==> src/rtl/fetch_stage_pkg.sv <==
`default_nettype none
// +----------------------------------------------------------------------------+
// | Module      : fetch_stage_pkg                                              |
// | Description : Shared opcode constants, reset values and fetch FSM states.  |
// | Revision    : 1.0 - initial release                                        |
// +----------------------------------------------------------------------------+
package fetch_stage_pkg;

  localparam int unsigned INSTR_W  = 16;
  localparam int unsigned OPCODE_W = 5;

  // The decoder consumes these same opcode values.
  localparam logic [OPCODE_W-1:0] OP_HALT = 5'b00000;
  localparam logic [OPCODE_W-1:0] OP_NOP  = 5'b00001;

  localparam logic [INSTR_W-1:0] NOP_INSTR = {OP_NOP, 11'b0};
  localparam logic [INSTR_W-1:0] RESET_PC  = 16'h0000;

  typedef enum logic [0:0] {
    ST_RUN    = 1'b0,
    ST_HALTED = 1'b1
  } fetch_state_e;

  function automatic logic [OPCODE_W-1:0] opcode_of(input logic [INSTR_W-1:0] instr);
    return instr[INSTR_W-1 -: OPCODE_W];
  endfunction

endpackage
`default_nettype wire

==> src/rtl/fetch_stage_if_id_reg.sv <==
`default_nettype none
// +----------------------------------------------------------------------------+
// | Module      : if_id_reg                                                    |
// | Description : IF/ID pipeline register with load-enable and NOP flush.      |
// | Revision    : 1.0 - initial release                                        |
// +----------------------------------------------------------------------------+
module if_id_reg #(
  parameter int unsigned       DATA_W    = 16,
  parameter logic [DATA_W-1:0] NOP_INSTR = 16'h0800
) (
  input  logic              clk,
  input  logic              rst,
  input  logic              i_load,
  input  logic              i_flush,
  input  logic [DATA_W-1:0] i_instr,
  input  logic [DATA_W-1:0] i_pc_plus2,
  output logic [DATA_W-1:0] o_instr,
  output logic [DATA_W-1:0] o_pc_plus2,
  output logic              o_valid
);

  logic [DATA_W-1:0] r_instr;
  logic [DATA_W-1:0] r_pc_plus2;
  logic              r_valid;

  // Flush wins over load; with neither asserted the register holds (stall).
  always_ff @(posedge clk or posedge rst) begin
    if (rst) begin
      r_instr    <= NOP_INSTR;
      r_pc_plus2 <= '0;
      r_valid    <= 1'b0;
    end else if (i_flush) begin
      r_instr    <= NOP_INSTR;
      r_pc_plus2 <= '0;
      r_valid    <= 1'b0;
    end else if (i_load) begin
      r_instr    <= i_instr;
      r_pc_plus2 <= i_pc_plus2;
      r_valid    <= 1'b1;
    end
  end

  assign o_instr    = r_instr;
  assign o_pc_plus2 = r_pc_plus2;
  assign o_valid    = r_valid;

endmodule
`default_nettype wire

==> src/rtl/fetch_stage.sv <==
`default_nettype none
// +----------------------------------------------------------------------------+
// | Module      : fetch_stage                                                  |
// | Description : PC, next-PC selection, halt FSM and IF/ID register.          |
// | Revision    : 1.0 - initial release                                        |
// +----------------------------------------------------------------------------+
module fetch_stage #(
  parameter int unsigned       DATA_W    = 16,
  parameter logic [DATA_W-1:0] RESET_PC  = fetch_stage_pkg::RESET_PC,
  parameter logic [DATA_W-1:0] NOP_INSTR = fetch_stage_pkg::NOP_INSTR
) (
  input  logic              clk,
  input  logic              rst,
  output logic [DATA_W-1:0] imem_addr,
  input  logic [DATA_W-1:0] imem_data,
  input  logic              stall,
  input  logic              redirect,
  input  logic [DATA_W-1:0] redirect_pc,
  input  logic              halt_in,
  output logic [DATA_W-1:0] if_id_instr,
  output logic [4:0]        if_id_opcode,
  output logic [DATA_W-1:0] if_id_pc_plus2,
  output logic              if_id_valid,
  output logic              halted
);

  import fetch_stage_pkg::*;

  localparam logic [DATA_W-1:0] C_PC_STEP  = DATA_W'(2);
  localparam logic [DATA_W-1:0] C_ALIGN    = ~DATA_W'(1);
  localparam logic [DATA_W-1:0] C_RESET_PC = RESET_PC & C_ALIGN;

  fetch_state_e      r_state;
  fetch_state_e      w_state_nxt;
  logic [DATA_W-1:0] r_pc;
  logic [DATA_W-1:0] w_pc_nxt;
  logic [DATA_W-1:0] w_pc_plus2;
  logic [DATA_W-1:0] w_redirect_tgt;
  logic              w_load;
  logic              w_flush;

  // Wraps modulo 2^DATA_W with no carry out.
  assign w_pc_plus2     = r_pc + C_PC_STEP;
  assign w_redirect_tgt = redirect_pc & C_ALIGN;

  always_ff @(posedge clk or posedge rst) begin
    if (rst) begin
      r_state <= ST_RUN;
      r_pc    <= C_RESET_PC;
    end else begin
      r_state <= w_state_nxt;
      r_pc    <= w_pc_nxt;
    end
  end

  // Priority in RUN: halt > redirect > stall > normal fetch.
  always_comb begin
    w_state_nxt = r_state;
    w_pc_nxt    = r_pc;
    w_load      = 1'b0;
    w_flush     = 1'b0;
    case (r_state)
      ST_RUN: begin
        if (halt_in && if_id_valid) begin
          w_state_nxt = ST_HALTED;
          w_flush     = 1'b1;
        end else if (redirect) begin
          w_pc_nxt = w_redirect_tgt;
          w_flush  = 1'b1;
        end else if (!stall) begin
          w_pc_nxt = w_pc_plus2;
          w_load   = 1'b1;
        end
      end
      ST_HALTED: begin
        // Frozen until reset; all control inputs are ignored.
      end
      default: begin
        w_state_nxt = ST_HALTED;
        w_flush     = 1'b1;
      end
    endcase
  end

  if_id_reg #(
    .DATA_W    (DATA_W),
    .NOP_INSTR (NOP_INSTR)
  ) u_if_id_reg (
    .clk        (clk),
    .rst        (rst),
    .i_load     (w_load),
    .i_flush    (w_flush),
    .i_instr    (imem_data),
    .i_pc_plus2 (w_pc_plus2),
    .o_instr    (if_id_instr),
    .o_pc_plus2 (if_id_pc_plus2),
    .o_valid    (if_id_valid)
  );

  assign imem_addr    = r_pc;
  assign if_id_opcode = if_id_instr[DATA_W-1 -: 5];
  assign halted       = (r_state == ST_HALTED);

endmodule
`default_nettype wire

==> config.mk <==
export PLATFORM = sky130hd
export DESIGN_NAME = fetch_stage
export DESIGN_NICKNAME = d
export VERILOG_FILES = /design/src/rtl/fetch_stage_pkg.sv /design/src/rtl/fetch_stage_if_id_reg.sv /design/src/rtl/fetch_stage.sv
export SDC_FILE = /design/constraint.sdc
export NUM_CORES = 1
export LEC_CHECK = 0
export ABC_CLOCK_PERIOD_IN_PS = 5100
export CORE_MARGIN = 5
export CORE_UTILIZATION = 47
export CTS_CLUSTER_SIZE = 20
export DETAILED_ROUTE_END_ITERATION = 8
export GPL_ROUTABILITY_DRIVEN = 0
export PLACE_DENSITY = 0.95
export REMOVE_ABC_BUFFERS = 1
export SLEW_MARGIN = 20
export SYNTH_ARGS = -nofsm -noshare
export SYNTH_HDL_FRONTEND = slang
export SYNTH_SLANG_ARGS = --single-unit
==> constraint.sdc <==
create_clock -name clk -period 5.1 [get_ports clk]
set_input_delay 1.02 -clock clk [delete_from_list [all_inputs] [get_ports clk]]
set_output_delay 1.02 -clock clk [all_outputs]
set_load 0.005 [all_outputs]
After elaboration in Yosys (flattened, before gate mapping)
Index checks and enable logic that the tools add are counted.
{ "totals": {"register_bits": 50, "wordCells": 29} }
{ "op_classes": {"addsub": 1, "eq_ne": 1, "mux": 17, "bitwise": 2, "n_reduce_logical": 3} }
{ "ops": {"columns": ["cell", "count"], "rows": [
  ["two-way mux 16 bit", 6],
  ["adder 16 x 2 -> 16 bit (second input constant)", 1],
  ["two-way mux 1 bit", 11],
  ["AND reduction 3 bit", 1],
  ["!= test 2 x 1 -> 1 bit (second input constant)", 1],
  ["inverter 1 bit", 2],
  ["nonzero test 2 bit", 1],
  ["logical AND 1 bit", 1]
]} }

Depth between registers and ports, before layout
Gate-level depths: netlist of the first run.
{ "logic_depth": {"depth_word": 6, "mapped_depth": 6, "mapped_depth_nobuf": 5} }

Cells and area by module
A second synthesis of the first run with hierarchy kept.
{ "unflattened": {"hier_cells": 250, "area_unflattened_um2": 2542.4} }
{ "modules_own_cells": {"columns": ["module", "n_inst", "cells_each", "area_each_um2"], "rows": [
  ["if_id_reg", 1, 108, 1370.1],
  ["fetch_stage", 1, 142, 1172.4]
]} }

Least setup slack after synthesis of the first run
OpenSTA, ideal clock, no wires.
{ "synth_timing": {"path_kind": "input to register", "startpoint": "in stall", "endpoint": "reg r_pc[14] (netlist: imem_addr[14])", "setup_ps": 135, "arrival_ps": 2018, "t_required_ps": 4965, "path_slack_ps": 2948, "cell_stages": 5, "n_path_buf": 3, "cell_sequence": "buf_2 > a2111oi_2 > buf_4 > buf_2 > a311oi_1"} }
{ "synth_between": {"elab_chain_len": 2} }
{ "synth_rtl": {"columns": ["item", "line_no", "source"], "rows": [
  ["start: declaration", "fetch_stage.sv:16", "input logic stall,"],
  ["!= test 2 x 1 -> 1 bit (no source line)", null, null],
  ["AND reduction 3 bit (no source line)", null, null],
  ["end signal: assignment", "fetch_stage.sv:52", "r_pc <= w_pc_nxt;"],
  ["end: declaration", "fetch_stage.sv:35", "logic [DATA_W-1:0] r_pc;"]
]} }
Every way passes these cells.
A chain may end at the register's enable or synchronous reset.

Worst setup path in the final report of the first run
{ "layout_timing": {"startpoint": "in redirect", "endpoint": "reg u_if_id_reg.r_pc_plus2[8] (netlist: u_if_id_reg.o_pc_plus2[8])"} }
{ "layout_between": {"elab_chain_len": 4, "elab_cells_between_ends": 8, "cone_classes": "mux (7); reduce/logical (1)"} }
{ "layout_rtl": {"columns": ["item", "line_no", "source"], "rows": [
  ["start: declaration", "fetch_stage.sv:17", "input logic redirect,"],
  ["two-way mux 1 bit", "fetch_stage.sv:67", "end else if (redirect) begin"],
  ["two-way mux 1 bit", "fetch_stage.sv:64", "if (halt_in && if_id_valid) begin"],
  ["two-way mux 1 bit", "fetch_stage.sv:62", "case (r_state)"],
  ["two-way mux 16 bit / nonzero test 2 bit (equally long branches)", null, null],
  ["end signal: assignment", "fetch_stage_if_id_reg.sv:38", "r_pc_plus2 <= i_pc_plus2;"],
  ["end: declaration", "fetch_stage_if_id_reg.sv:23", "logic [DATA_W-1:0] r_pc_plus2;"]
]} }
Parallel ways exist; a longest one is shown, timed or not.

==> results of run 1 <==
-- power breakdown --
| group | internal, mW | leakage, nW | total, mW | switching, mW |
|---|---|---|---|---|
| Sequential | 0.518 | 0.641 | 0.662 | 0.144 |
| Combinational | 0.361 | 0.682 | 0.546 | 0.186 |
| Clock | 0.111 | 0.0455 | 0.232 | 0.121 |
-- routing by layer --
layer	wire, um	vias to the layer above	track usage [%]
met3	509	12	4.93
li1	-	1009	-
met4	106	0	7.09
met2	3300	111	33.9
met1	2720	1063	27.2
met5	0	-	0
-- logic make-up after synthesis --
logic type / Yosys count
and+or+nand+nor: 68
AOI/OAI and AO/OA: 77
DFF: 49
xor gates and xnor gates: 10
other: 1
adders and majority gates: 1
muxes: 2
buffers and inverters: 28
-- stage by stage --
| stage | instance area (um2) | hold slack [ns] | utilization (%) |
|---|---|---|---|
| 2_1_floorplan | 2290 | 0.465 | - |
| 3_3_place_gp | 3280 | 0.454 | 65.0 |
| 3_5_place_dp | 3290 | 0.469 | 65.2 |
| 4_1_cts | 3380 | 0.486 | 67.0 |
| 5_1_grt | 3380 | 0.501 | 67.0 |
| 6_report | 3380 | 0.479 | 67.0 |
-- area by class of cell --
class | instances | area (um2) | share of cell area, %
tap | 70 | 87.6 | 2.59
timing repair buffer | 90 | 902 | 26.7
sequential | 49 | 1230 | 36.3
clock buffer | 8 | 90.1 | 2.67
multi-input combinational | 159 | 1040 | 30.8
inverter | 8 | 31.3 | 0.926
-- registers in the layout, summed over array words and instances, names as in the netlist --
name,count
u_if_id_reg.o_instr,16
u_if_id_reg.o_pc_plus2,16
imem_addr,15
halted,1
u_if_id_reg.o_valid,1
-- worst register-to-register path, delay by kind of cell, from the launching register on --
kind | cells | cell delay [ns]
simple gates | 3 | 0.96
flops | 1 | 0.49
fa+ha+maj | 1 | 0.39
compound gates | 1 | 0.14
-- path summary, 6_finish.rpt --
check                                        start                   endpoint  slack (ns)  depth (start not counted)
max                                       redirect  u_if_id_reg.o_pc_plus2[8]        1.86                          4
min reg2reg                u_if_id_reg.o_instr[11]    u_if_id_reg.o_instr[11]        0.48                          2
max reg2reg                           imem_addr[1]              imem_addr[15]        3.04                          5
min                        u_if_id_reg.o_instr[11]    u_if_id_reg.o_instr[11]        0.48                          2
max in group asynchronous                      rst     u_if_id_reg.o_instr[6]        3.42                          2
min in group asynchronous                      rst     u_if_id_reg.o_instr[3]        1.18                          2
-- synth_stat cells (2+ instances only) --
| master | count | area (um2) |
|---|---|---|
| clkbuf_1 | 9 | 33.8 |
| and3_1 | 2 | 12.5 |
| a211oi_1 | 5 | 37.5 |
| a221o_1 | 2 | 20.0 |
| buf_2 | 2 | 10.0 |
| o22ai_1 | 4 | 25.0 |
| o31ai_1 | 2 | 15.0 |
| dfrtp_1 | 48 | 1200 |
| o21ai_0 | 21 | 105 |
| nor3_1 | 7 | 35.0 |
| nand4_1 | 3 | 18.8 |
| mux2i_1 | 2 | 20.0 |
| xor2_1 | 2 | 17.5 |
| a22oi_1 | 3 | 22.5 |
| nor2_1 | 12 | 45.0 |
| nand2_1 | 29 | 109 |
| a21o_1 | 2 | 15.0 |
| clkinv_1 | 2 | 7.51 |
| or3_1 | 2 | 12.5 |
| a21oi_1 | 10 | 50.1 |
| inv_1 | 6 | 22.5 |
| nand3_1 | 5 | 25.0 |
| xnor2_1 | 8 | 70.1 |
| a22o_1 | 16 | 140 |
| buf_4 | 9 | 67.6 |
==> impl_metrics.py, run 1 <==
metrics = {
    "run_status": {
        "status": "completed",
    },
    "clocking": {
        "clock_latency_ns": 0.30,
        "ctsHoldBuffers": 0,
        "postCtsSetupBuffers": 0,
        "path_clk_slew_ns": 0.08,
        "cts_tree": "yes",
        "clock_path_buffers": 2,
        "clock-root-buffer": "clkbuf_8",
        "numCtsBuffers": 5,
        "cts.sinks": 49,
        "htreeDepth": 2,
        "post_cts_resized": 0,
    },
    "synthesis": {
        "ys_ff_latch": 49,
        "synth_edf_count": 0,
        "ys_types": 48,
        "yosysWarningCount": 0,
        "syn_area_per_cell_um2": 10.2,
        "muxShareOfSynthArea_pct": 0.835,
        "synthAdderAreaFrac_pct": 0.522,
        "synth_cells": 236,
        "synth-compound-area-share_pct": 23.0,
        "syn_area_um2": 2400,
        "synth_xor_xnor_area_share_pct": 3.65,
        "synthFlopType": "dfrtp_1",
        "ys_seq_area_share_pct": 51.2,
        "synthArstFlopShare_pct": 100,
        "synth_top_family_by_area": "compound AO/OA/AOI/OAI gates",
        "yosys.area_share.simple_pct": 14.8,
    },
    "power_and_ir_drop": {
        "power.leakage_nw": 1.37,
        "ir_drop_v": 0.000257,
        "total_power_mw": 1.44,
        "p_per_area_nw_per_um2": 426,
    },
    "floorplan": {
        "core_um2": 5040,
        "io_pins": 92,
        "num_rows": 26,
        "design.die.area_um2": 6630,
        "dieHeight_um": 81.4,
        "initial_core_util_pct": 47.5,
        "fp.dieW_um": 81.4,
    },
    "route": {
        "drt-pass1-iter-count": 5,
        "vias": 2195,
        "drc_errors": 0,
        "drt_wl_total_um": 6630,
        "routed_via_density": 5.72,
        "ant_nets": 0,
        "wl_per_cell_um": 17.3,
        "drt_iter0_drc": 189,
    },
    "sta": {
        "grt_setup_unrepaired": "false",
        "max_freq_ghz": 0.309,
        "timing.final.ws_setup_ns": 1.86,
        "fin_tns_setup_ns": 0,
        "worstMarginPinSlew_ns": 0.853,
        "slew_headroom_pct": 43.0,
        "slew_viol_final": 0,
        "fin_crit_sh_pct": 63.5,
        "finalHoldViolations": 0,
        "finClkSkew_ns": 0.00695,
        "setup_viol": 0,
        "fin_crit_ns": 3.24,
    },
    "cells_and_area": {
        "nFillCells": 412,
        "layout.cells.non_filler": 384,
        "synthToLayoutAreaGrowth_pct": 41.0,
        "nets": 351,
        "drive_gt1_share_pct": 5.73,
        "n_antenna_cell": 0,
        "final_common_cell": "clkdlybuf4s50_1",
        "final_cell_mix": "89 x clkdlybuf4s50_1, 48 x dfrtp_1, 29 x nand2_1",
    },
    "global_routing": {
        "grt_pass1_vias": 2172,
        "antenna_found_initial": 0,
        "grt_max_degree": 50,
        "gr-total-overflow": 0,
        "grt_usage_pct": 20.8,
        "grt_pass1_wl_um": 10600,
    },
    "worst_setup_path": {
        "critPathLaunchType": "primary input",
        "slowest_stage": "clkdlybuf4s50_1",
        "crit_buf_inv": 2,
        "path_delay_family": "buffers and inverters",
        "path_max_fanout": 33,
        "path_cells": "clkdlybuf4s50_1 -> clkinv_1 -> a31o_2 -> a21o_2",
        "cp-end-kind": "flop",
        "required_ns": 5.30,
        "path_class": "in2reg",
        "worst_path_largest_cell_delay_ns": 1.03,
        "worstPathArrival_ns": 3.44,
    },
    "place": {
        "pre_cts_ws_ns": 1.61,
        "io_buffer_count": 89,
        "placed_cells": 376,
        "dp_hpwl_um": 4710,
    },
    "worst_hold_path": {
        "hp-class": "reg2reg",
    },
    "run": {
        "maxCapViolations": 0,
    },
}
Power figures use the tool's default switching activity.
==> inputs of run 2 (changes only) <==
ABC_CLOCK_PERIOD_IN_PS = 3200   (was 5100)
CORE_UTILIZATION = 44   (was 47)
PLACE_DENSITY = 0.9   (was 0.95)
clock period = 3.2 ns   (was 5.1 ns; I/O delays follow)
==> run 2 against run 1 <==
Effect of this change: flip-flop and latch count stayed put; worst hold slack worse by 0.0094 ns; clock skew is 0.0034 ns lower; setup slack worse by 1.1 ns; sequential power is 59% higher; critical path depth is 2 higher; combinational power is 60% higher; count of clock-buffer cells in the layout is 2 lower; design area is 1.1% higher; sequential share of layout area is 0.40 points lower; utilization is 1.4 points lower; critical endpoint is now imem_addr[14]; largest power group unchanged; highest routed layer unchanged.
==> impl_metrics.py, run 2 (synthesis gave the netlist of run 1 again) <==
metrics = {
    "place": {
        "place_area_um2": 3330,
        "pre_cts_ws_ns": 0.526,
        "dp_hpwl_um": 4990,
        "io_buffer_count": 89,
    },
    "sta": {
        "fin_crit_sh_pct": 75.4,
        "finalHoldViolations": 0,
        "fin_crit_ns": 2.41,
        "timing.final.ws_setup_ns": 0.788,
        "grt_setup_unrepaired": "false",
        "slew_headroom_pct": 50.8,
        "max_freq_ghz": 0.415,
        "worstMarginPinSlew_ns": 0.738,
        "finClkSkew_ns": 0.00354,
        "setup_viol": 0,
        "slew_viol_final": 0,
        "fin_tns_setup_ns": 0,
    },
    "global_routing": {
        "grt_pass1_wl_um": 10900,
        "grt_max_degree": 34,
        "gr-total-overflow": 0,
        "grt_pass1_vias": 2108,
        "antenna_found_initial": 0,
        "grt_usage_pct": 19.1,
    },
    "worst_setup_path": {
        "cp-endpoint": "imem_addr[14]",
        "reg2reg_slack_ns": 1.20,
        "worstSetupStartpoint": "halt_in",
        "r2r_start": "u_if_id_reg.o_valid",
        "worstPathArrival_ns": 2.56,
        "r2r-end": "imem_addr[14]",
        "path_max_fanout": 17,
        "cp-end-kind": "flop",
        "r2r_cells": 5,
        "path_class": "in2reg",
        "required_ns": 3.34,
        "critPathLaunchType": "primary input",
    },
    "power_and_ir_drop": {
        "ir_drop_v": 0.000350,
        "power.leakage_nw": 1.39,
        "p_per_area_nw_per_um2": 671,
    },
    "cells_and_area": {
        "n_antenna_cell": 0,
        "drive_gt1_share_pct": 7.81,
        "stdcell_area_um2": 3420,
        "final_cell_mix": "89 x clkdlybuf4s50_1, 48 x dfrtp_1, 29 x nand2_1",
        "final_util_pct": 65.6,
        "nFillCells": 433,
        "seq_area_um2": 1230,
        "final_common_cell": "clkdlybuf4s50_1",
        "nets": 357,
        "synthToLayoutAreaGrowth_pct": 42.5,
        "multi_input_area_um2": 1040,
    },
    "floorplan": {
        "io_pins": 92,
        "dieHeight_um": 83.8,
        "num_rows": 26,
        "initial_core_util_pct": 46.1,
        "core_um2": 5200,
        "fp.dieW_um": 83.8,
        "design.die.area_um2": 7020,
    },
    "route": {
        "drt_iter0_drc": 203,
        "vias": 2187,
        "drt_wl_total_um": 6710,
        "drt-pass1-iter-count": 4,
        "drc_errors": 0,
        "ant_nets": 0,
        "routed_via_density": 5.61,
        "wl_per_cell_um": 17.2,
    },
    "clocking": {
        "ctsHoldBuffers": 0,
        "path_clk_slew_ns": 0.09,
        "clock-root-buffer": "clkbuf_8",
        "cts.sinks": 49,
        "clock_latency_ns": 0.30,
        "clock_path_buffers": 2,
        "post_cts_resized": 0,
        "cts_tree": "yes",
        "numCtsBuffers": 5,
        "postCtsSetupBuffers": 0,
        "htreeDepth": 2,
    },
    "worst_hold_path": {
        "whs_path_depth": 2,
        "hp-class": "reg2reg",
    },
    "run": {
        "maxCapViolations": 0,
    },
    "run_status": {
        "status": "completed",
    },
}
## run 2: changes by cell type in the layout (fill, tap and decap cells not counted)
cell | previous run | this run
clkbuf_8 | 6 | 5
buf_6 | 1 | 0
clkinv_2 | 1 | 0
inv_2 | 0 | 1
buf_4 | 0 | 7
clkbuf_1 | 2 | 1
clkinvlp_4 | 0 | 2
## run 2: per-stage QoR
| stage | power, mW | hold WS, ns | instances |
|---|---|---|---|
| 3_5_place_dp | 1.95 | 0.460 | 382 |
| 6_report | 2.29 | 0.469 | 390 |
| 5_1_grt | 2.43 | 0.501 | 390 |
| 3_3_place_gp | 1.91 | 0.456 | 382 |
| 2_1_floorplan | 1.33 | 0.465 | 216 |
| 4_1_cts | 2.31 | 0.474 | 390 |
## run 2: worst min-delay path by stage
stage / start / end / slack [ns]
6_report: u_if_id_reg.o_instr[11] / u_if_id_reg.o_instr[11] / 0.47
2_1_floorplan: u_if_id_reg.o_instr[11] / u_if_id_reg.o_instr[11] / 0.47
3_3_place_gp: u_if_id_reg.o_instr[11] / u_if_id_reg.o_instr[11] / 0.46
4_1_cts: u_if_id_reg.o_instr[11] / u_if_id_reg.o_instr[11] / 0.47
3_5_place_dp: u_if_id_reg.o_instr[11] / u_if_id_reg.o_instr[11] / 0.46
5_1_grt: u_if_id_reg.o_pc_plus2[10] / u_if_id_reg.o_pc_plus2[10] / 0.50
## run 2: power breakdown
part	internal [mW]	switching, mW
combinational	0.579	0.296
sequential	0.826	0.229
clock	0.154	0.209
total	1.56	0.734
## run 2: critical path, cell delays in order
cell and delay (ns):
clkdlybuf4s50_1 0.52, a21oi_4 0.44, clkinv_1 0.40, or3_1 0.41, o21ai_0 0.08, a311oi_1 0.06
## run 2: layer usage
metal | routed length, um | global-route usage (%) | vias to the layer above | share of wire [%]
li1 | - | - | 1019 | -
met1 | 2730 | 25.3 | 1051 | 41
met2 | 3270 | 30.9 | 106 | 49
met3 | 578 | 4.84 | 11 | 8.6
met4 | 129 | 5.85 | 0 | 1.9
met5 | 0 | 0 | - | 0
## run 2: layout make-up
| class | count | area share, % |
|---|---|---|
| flip-flops and latches | 49 | 35.9 |
| clock inverters | 2 | 0.439 |
| repair buffers | 96 | 27.6 |
| well taps | 70 | 2.56 |
| clock buffers | 6 | 2.12 |
| inverters | 8 | 0.879 |
| multi-input cells | 159 | 30.5 |
==> inputs of run 3 (changes only) <==
ABC_CLOCK_PERIOD_IN_PS = 2300   (was 3200)
clock period = 2.3 ns   (was 3.2 ns; I/O delays follow)
==> run 3 against run 2 <==
Effect of this change: cell count up 1.3%; clock skew up 0.0021 ns; wire length up 1.2%; die area unchanged; clock power up 43%; combinational power up 39%.
==> impl_metrics.py, run 3 (synthesis gave the netlist of run 1 again) <==
metrics = {
    "cells_and_area": {
        "final_cell_mix": "89 x clkdlybuf4s50_1, 48 x dfrtp_1, 29 x nand2_1",
        "synthToLayoutAreaGrowth_pct": 45.3,
        "n_antenna_cell": 0,
        "final_common_cell": "clkdlybuf4s50_1",
        "stdcell_area_um2": 3480,
        "seq_area_um2": 1230,
        "drive_gt1_share_pct": 8.92,
        "nets": 362,
        "multi_input_area_um2": 1040,
        "nFillCells": 413,
        "final_util_pct": 66.9,
    },
    "floorplan": {
        "io_pins": 92,
        "fp.dieW_um": 83.8,
        "design.die.area_um2": 7020,
        "core_um2": 5200,
        "num_rows": 26,
        "initial_core_util_pct": 46.1,
        "dieHeight_um": 83.8,
    },
    "place": {
        "place_area_um2": 3390,
        "dp_hpwl_um": 4940,
        "io_buffer_count": 89,
        "pre_cts_ws_ns": 0.105,
    },
    "worst_hold_path": {
        "hp-class": "reg2reg",
    },
    "power_and_ir_drop": {
        "power.leakage_nw": 1.43,
        "ir_drop_v": 0.000443,
        "p_per_area_nw_per_um2": 922,
        "total_power_mw": 3.21,
    },
    "sta": {
        "fin_tns_setup_ns": 0,
        "slew_viol_final": 0,
        "setup_viol": 0,
        "max_freq_ghz": 0.509,
        "finalHoldViolations": 0,
        "worstMarginPinSlew_ns": 0.692,
        "finClkSkew_ns": 0.00561,
        "fin_crit_sh_pct": 85.4,
        "timing.final.ws_setup_ns": 0.336,
        "grt_setup_unrepaired": "false",
        "fin_crit_ns": 1.96,
        "slew_headroom_pct": 53.9,
    },
    "route": {
        "vias": 2224,
        "wl_per_cell_um": 17.2,
        "routed_via_density": 5.63,
        "drc_errors": 0,
        "drt-pass1-iter-count": 5,
        "drt_wl_total_um": 6790,
        "ant_nets": 0,
        "drt_iter0_drc": 214,
    },
    "clocking": {
        "ctsHoldBuffers": 0,
        "htreeDepth": 2,
        "clock-root-buffer": "clkbuf_8",
        "clock_path_buffers": 2,
        "numCtsBuffers": 5,
        "path_clk_slew_ns": 0.09,
        "cts_tree": "yes",
        "clock_latency_ns": 0.30,
        "postCtsSetupBuffers": 0,
        "post_cts_resized": 0,
        "cts.sinks": 49,
    },
    "global_routing": {
        "gr-total-overflow": 0,
        "antenna_found_initial": 0,
        "grt_max_degree": 34,
        "grt_pass1_wl_um": 11000,
        "grt_usage_pct": 19.4,
        "grt_pass1_vias": 2154,
    },
    "run_status": {
        "status": "completed",
    },
    "worst_setup_path": {
        "critPathLaunchType": "flop",
        "cp-end-kind": "flop",
        "path_class": "reg2reg",
        "worstPathArrival_ns": 2.14,
        "required_ns": 2.48,
        "path_max_fanout": 8,
    },
    "run": {
        "maxCapViolations": 0,
    },
}
[run 3: cell count changes in the layout (fill, tap and decap cells not counted), sizes merged]
cell	delta
clkinvlp	-2
buf	+5
clkbuf	+2
[run 3: power by group]
group | internal [mW] | switching, mW | leakage, nW
logic | 0.812 | 0.412 | 0.743
registers | 1.15 | 0.319 | 0.641
clock network | 0.246 | 0.273 | 0.0455
[run 3: final cells by class]
cell class	count	area share, %
Sequential cell	49	35.2
Inverter	8	0.862
Clock buffer	8	2.59
Tap cell	70	2.52
Timing Repair Buffer	101	28.9
Multi-Input combinational cell	159	29.9
[run 3: metal layers]
metal	vias up	wire [um]	GRT usage, %	share of wire (%)
met5	-	0	0	0
met4	0	137	5.99	2.0
met3	15	556	3.75	8.2
met2	129	3290	32.4	49
met1	1049	2800	25.3	41
li1	1031	-	-	-
[run 3: final timing paths]
path                                          from                         to  slack, ns  cells after the start
setup / recovery                      imem_addr[1]               imem_addr[9]       0.34                      5
hold / removal             u_if_id_reg.o_instr[11]    u_if_id_reg.o_instr[11]       0.48                      2
setup reg to reg                      imem_addr[1]               imem_addr[9]       0.34                      5
hold reg to reg            u_if_id_reg.o_instr[11]    u_if_id_reg.o_instr[11]       0.48                      2
max in group asynchronous                      rst  u_if_id_reg.o_pc_plus2[3]       1.22                      3
min in group asynchronous                      rst     u_if_id_reg.o_instr[7]       0.55                      2
[run 3: per-stage QoR]
stage | std cells | hold WS, ns
finish | 395 | 0.475
global route | 395 | 0.485
CTS | 395 | 0.477
detailed placement | 387 | 0.465
global placement | 387 | 0.457
floorplan | 216 | 0.465
[run 3: worst max-delay path, stage by stage (launching register included)]
cell and delay (ns):
dfrtp_1 0.47, ha_1 0.37, nand4_4 0.23, nor4b_2 0.46
o21ai_0 0.16, o2bb2ai_1 0.16
==> RTL change, RTL diff (flow settings as in run 2) <==
Make the reset (`rst`) synchronous in 2 clocked blocks.
--- a/src/rtl/fetch_stage_if_id_reg.sv
+++ b/src/rtl/fetch_stage_if_id_reg.sv
@@ -24,7 +24,7 @@
   logic              r_valid;
 
   // Flush wins over load; with neither asserted the register holds (stall).
-  always_ff @(posedge clk or posedge rst) begin
+  always_ff @(posedge clk) begin
     if (rst) begin
       r_instr    <= NOP_INSTR;
       r_pc_plus2 <= '0;
--- a/src/rtl/fetch_stage.sv
+++ b/src/rtl/fetch_stage.sv
@@ -43,7 +43,7 @@
   assign w_pc_plus2     = r_pc + C_PC_STEP;
   assign w_redirect_tgt = redirect_pc & C_ALIGN;
 
-  always_ff @(posedge clk or posedge rst) begin
+  always_ff @(posedge clk) begin
     if (rst) begin
       r_state <= ST_RUN;
       r_pc    <= C_RESET_PC;
Formal check against the unedited RTL: differs if rst is asserted again (counterexample within 4 cycles, from zero or initial values and one cycle with rst high); with rst held inactive, the same outputs for 10 cycles.
==> RTL change against run 2 <==
  * Sequential cell count shrank 1
  * Critical path type unchanged
  * Area after synthesis shrank 3.1%
  * Non-clock buffer count is the same
  * Routed wire length shrank 5.3%
  * Critical endpoint is now imem_addr[7]$_SDFFE_PP0P_
  * Hold slack lost 13 ps
  * Worst setup slack gained 6.5 ps
  * Design area shrank 3.4%
Power is not compared: it rests on default switching activity, and its combinational part moved more than twofold at a synthesized area within 25%.
==> RTL change: results (changes against run 2) <==
Critical path
  • Critical Path Slowest Stage Cell: clkdlybuf4s50_1
  • Reg-to-Reg Start: imem_addr[1]$_SDFFE_PP0P_
  • CP delay by family, top: compound AO/OA/AOI/OAI gates
  • WP data arrival: 2590 ps (+30 ps)
  • Slowest stage delay, CP: 540 ps (+20 ps)
  • R2r endpoint: imem_addr[11]$_SDFFE_PP0P_
  • Reg2reg path depth: 5 (unchanged)
  • R2R setup slack: 1020 ps (-180 ps)
  • CP Max Fanout: 8 (-9)

CTS
  • Setup bufs post-CTS: 0 (unchanged)
  • Clock slew at reported path FFs: 90 ps (about the same)
  • Clock buffers created by TritonCTS: 5 (unchanged)
  • Clk buf depth: 2 (unchanged)
  • CTS Root Cell: clkbuf_8
  • Clk Latency, worst-skew pair: 300 ps (about the same)
  • H-tree Lvls: 2 (unchanged)
  • Post-CTS sizing: 0 (unchanged)

Final layout
  • Antenna cells: 0 (unchanged)
  • Max reg flops: 16
  • Share of cells above drive strength 1: 6.93% (-0.89 points)
  • Fillers: 461 (+6.5%)
  • Nets: 398 (+11%)

Yosys
  • Most area-consuming cells after synthesis: dfxtp_1 41%, nand2_1 8.7%, a21oi_1 6.0%, nor2_1 5.0%, a211oi_1 3.2%
  • Commonest cells in the netlist: 54 x nand2_1, 48 x dfxtp_1, 31 x nor2_1
  • Seq/Total Area, Yosys: 41.4% (-9.8 points)
  • Main synth FF type: dfxtp_1
  • Async set or reset register ratio after synthesis: 0% (-100 points)

Global routing
  • First-pass GRT wire length: 10200 um (-6.7%)
  • Tot GR Track Use: 18.9% (-0.27 points)
  • Largest net degree at the start of global routing: 33 (-2.9%)
  • Vias in the first global route: 2203 (+4.5%)

Place
  • # port buffers: 88 (-1.1%)
  • Post-DP HPWL: 4520 um (-9.4%)
  • Worst setup slack after placement: 510 ps (-16.2 ps)

STA
  • Max-slew violation count: 0 (unchanged)
  • Worst Skew: 15.4 ps (+11.9 ps)
  • Worst-Margin Slew: 875 ps (+136 ps)

Outcome
  • Outcome: finished, final reports clean

Drt
  • Pre-antenna DRT Iters: 5 (+1)
  • Routed WL per cell: 14.7 um (-14%)
  • Via count: 2272 (+3.9%)
  • Drt initial violations: 87 (-57%)

Min path
  • Worst Hold Depth: 2 (unchanged)
  • HP Start: u_if_id_reg.o_instr[5]$_SDFFE_PP0P_
  • Worst hold endpoint: u_if_id_reg.o_instr[5]$_SDFFE_PP0P_
  • Worst Hold Class: reg2reg

Power and ir drop
  • Peak VDD IR: between 0.2 and 0.25 mV
## RTL change: per-stage QoR
stage	std cells	hold WS (ps)	area, um^2	util, %	power, mW
CTS	431	459	3300	64.6	1.36
detailed placement	423	446	3180	62.2	0.903
global route	431	474	3300	64.6	1.41
global placement	423	442	3180	62.2	0.895
finish	431	456	3300	64.6	1.35
floorplan	257	453	2130	-	0.756
## RTL change: final cells by class
cell class	count	area share [%]
tap	70	2.65
timing repair buffer	96	28.5
inverter	3	0.341
multi-input combinational	206	35.7
clock inverter	2	1.18
clock buffer	6	2.50
sequential	48	29.1
## RTL change: where the power goes
part / leakage (nW) / internal (mW) / total (mW) / switching (mW)
sequential: 0.391 / 0.623 / 0.659 / 0.0361
clock: 0.0614 / 0.256 / 0.459 / 0.203
combinational: 0.698 / 0.130 / 0.229 / 0.0999
total: 1.15 / 1.01 / 1.35 / 0.339
## RTL change: routing by layer
| layer | track usage [%] | share of wire, % | vias up |
|---|---|---|---|
| met5 | 0 | 0 | - |
| met1 | 22.6 | 43 | 1028 |
| li1 | - | - | 1140 |
| met2 | 33.8 | 49 | 98 |
| met4 | 5.07 | 0.69 | 0 |
| met3 | 4.23 | 7.8 | 6 |
## RTL change: tightest hold or removal path: cells and delay by family (launching register included)
| kind | cells | cell delay (ps) |
|---|---|---|
| AOI/OAI and AO/OA | 1 | 50 |
| and+or+nand+nor | 1 | 50 |
| DFF | 1 | 320 |
## RTL change: cells by family (layout without fill, tap and decap cells)
logic type	count (synthesis)	after routing	share of synthesized area (%)
buf+inv	32	107	8.73
mux	2	2	0.862
fa+ha+maj	1	1	0.539
compound gates	75	75	21.2
flops	48	48	41.4
simple gates	116	116	23.3
xor+xnor	10	10	3.77
other cells	1	2	0.161
## RTL change: worst max path at each step
stage	startpoint	to	slack, ps	cells past startpoint
final	halt_in	imem_addr[7]$_SDFFE_PP0P_	790	5
after global routing	halt_in	imem_addr[7]$_SDFFE_PP0P_	640	5
after CTS	halt_in	imem_addr[7]$_SDFFE_PP0P_	830	5
after detailed placement	halt_in	imem_addr[7]$_SDFFE_PP0P_	510	5
after global placement	halt_in	imem_addr[7]$_SDFFE_PP0P_	560	5
after floorplan	halt_in	u_if_id_reg.o_pc_plus2[11]$_SDFFE_PP0P_	90	2
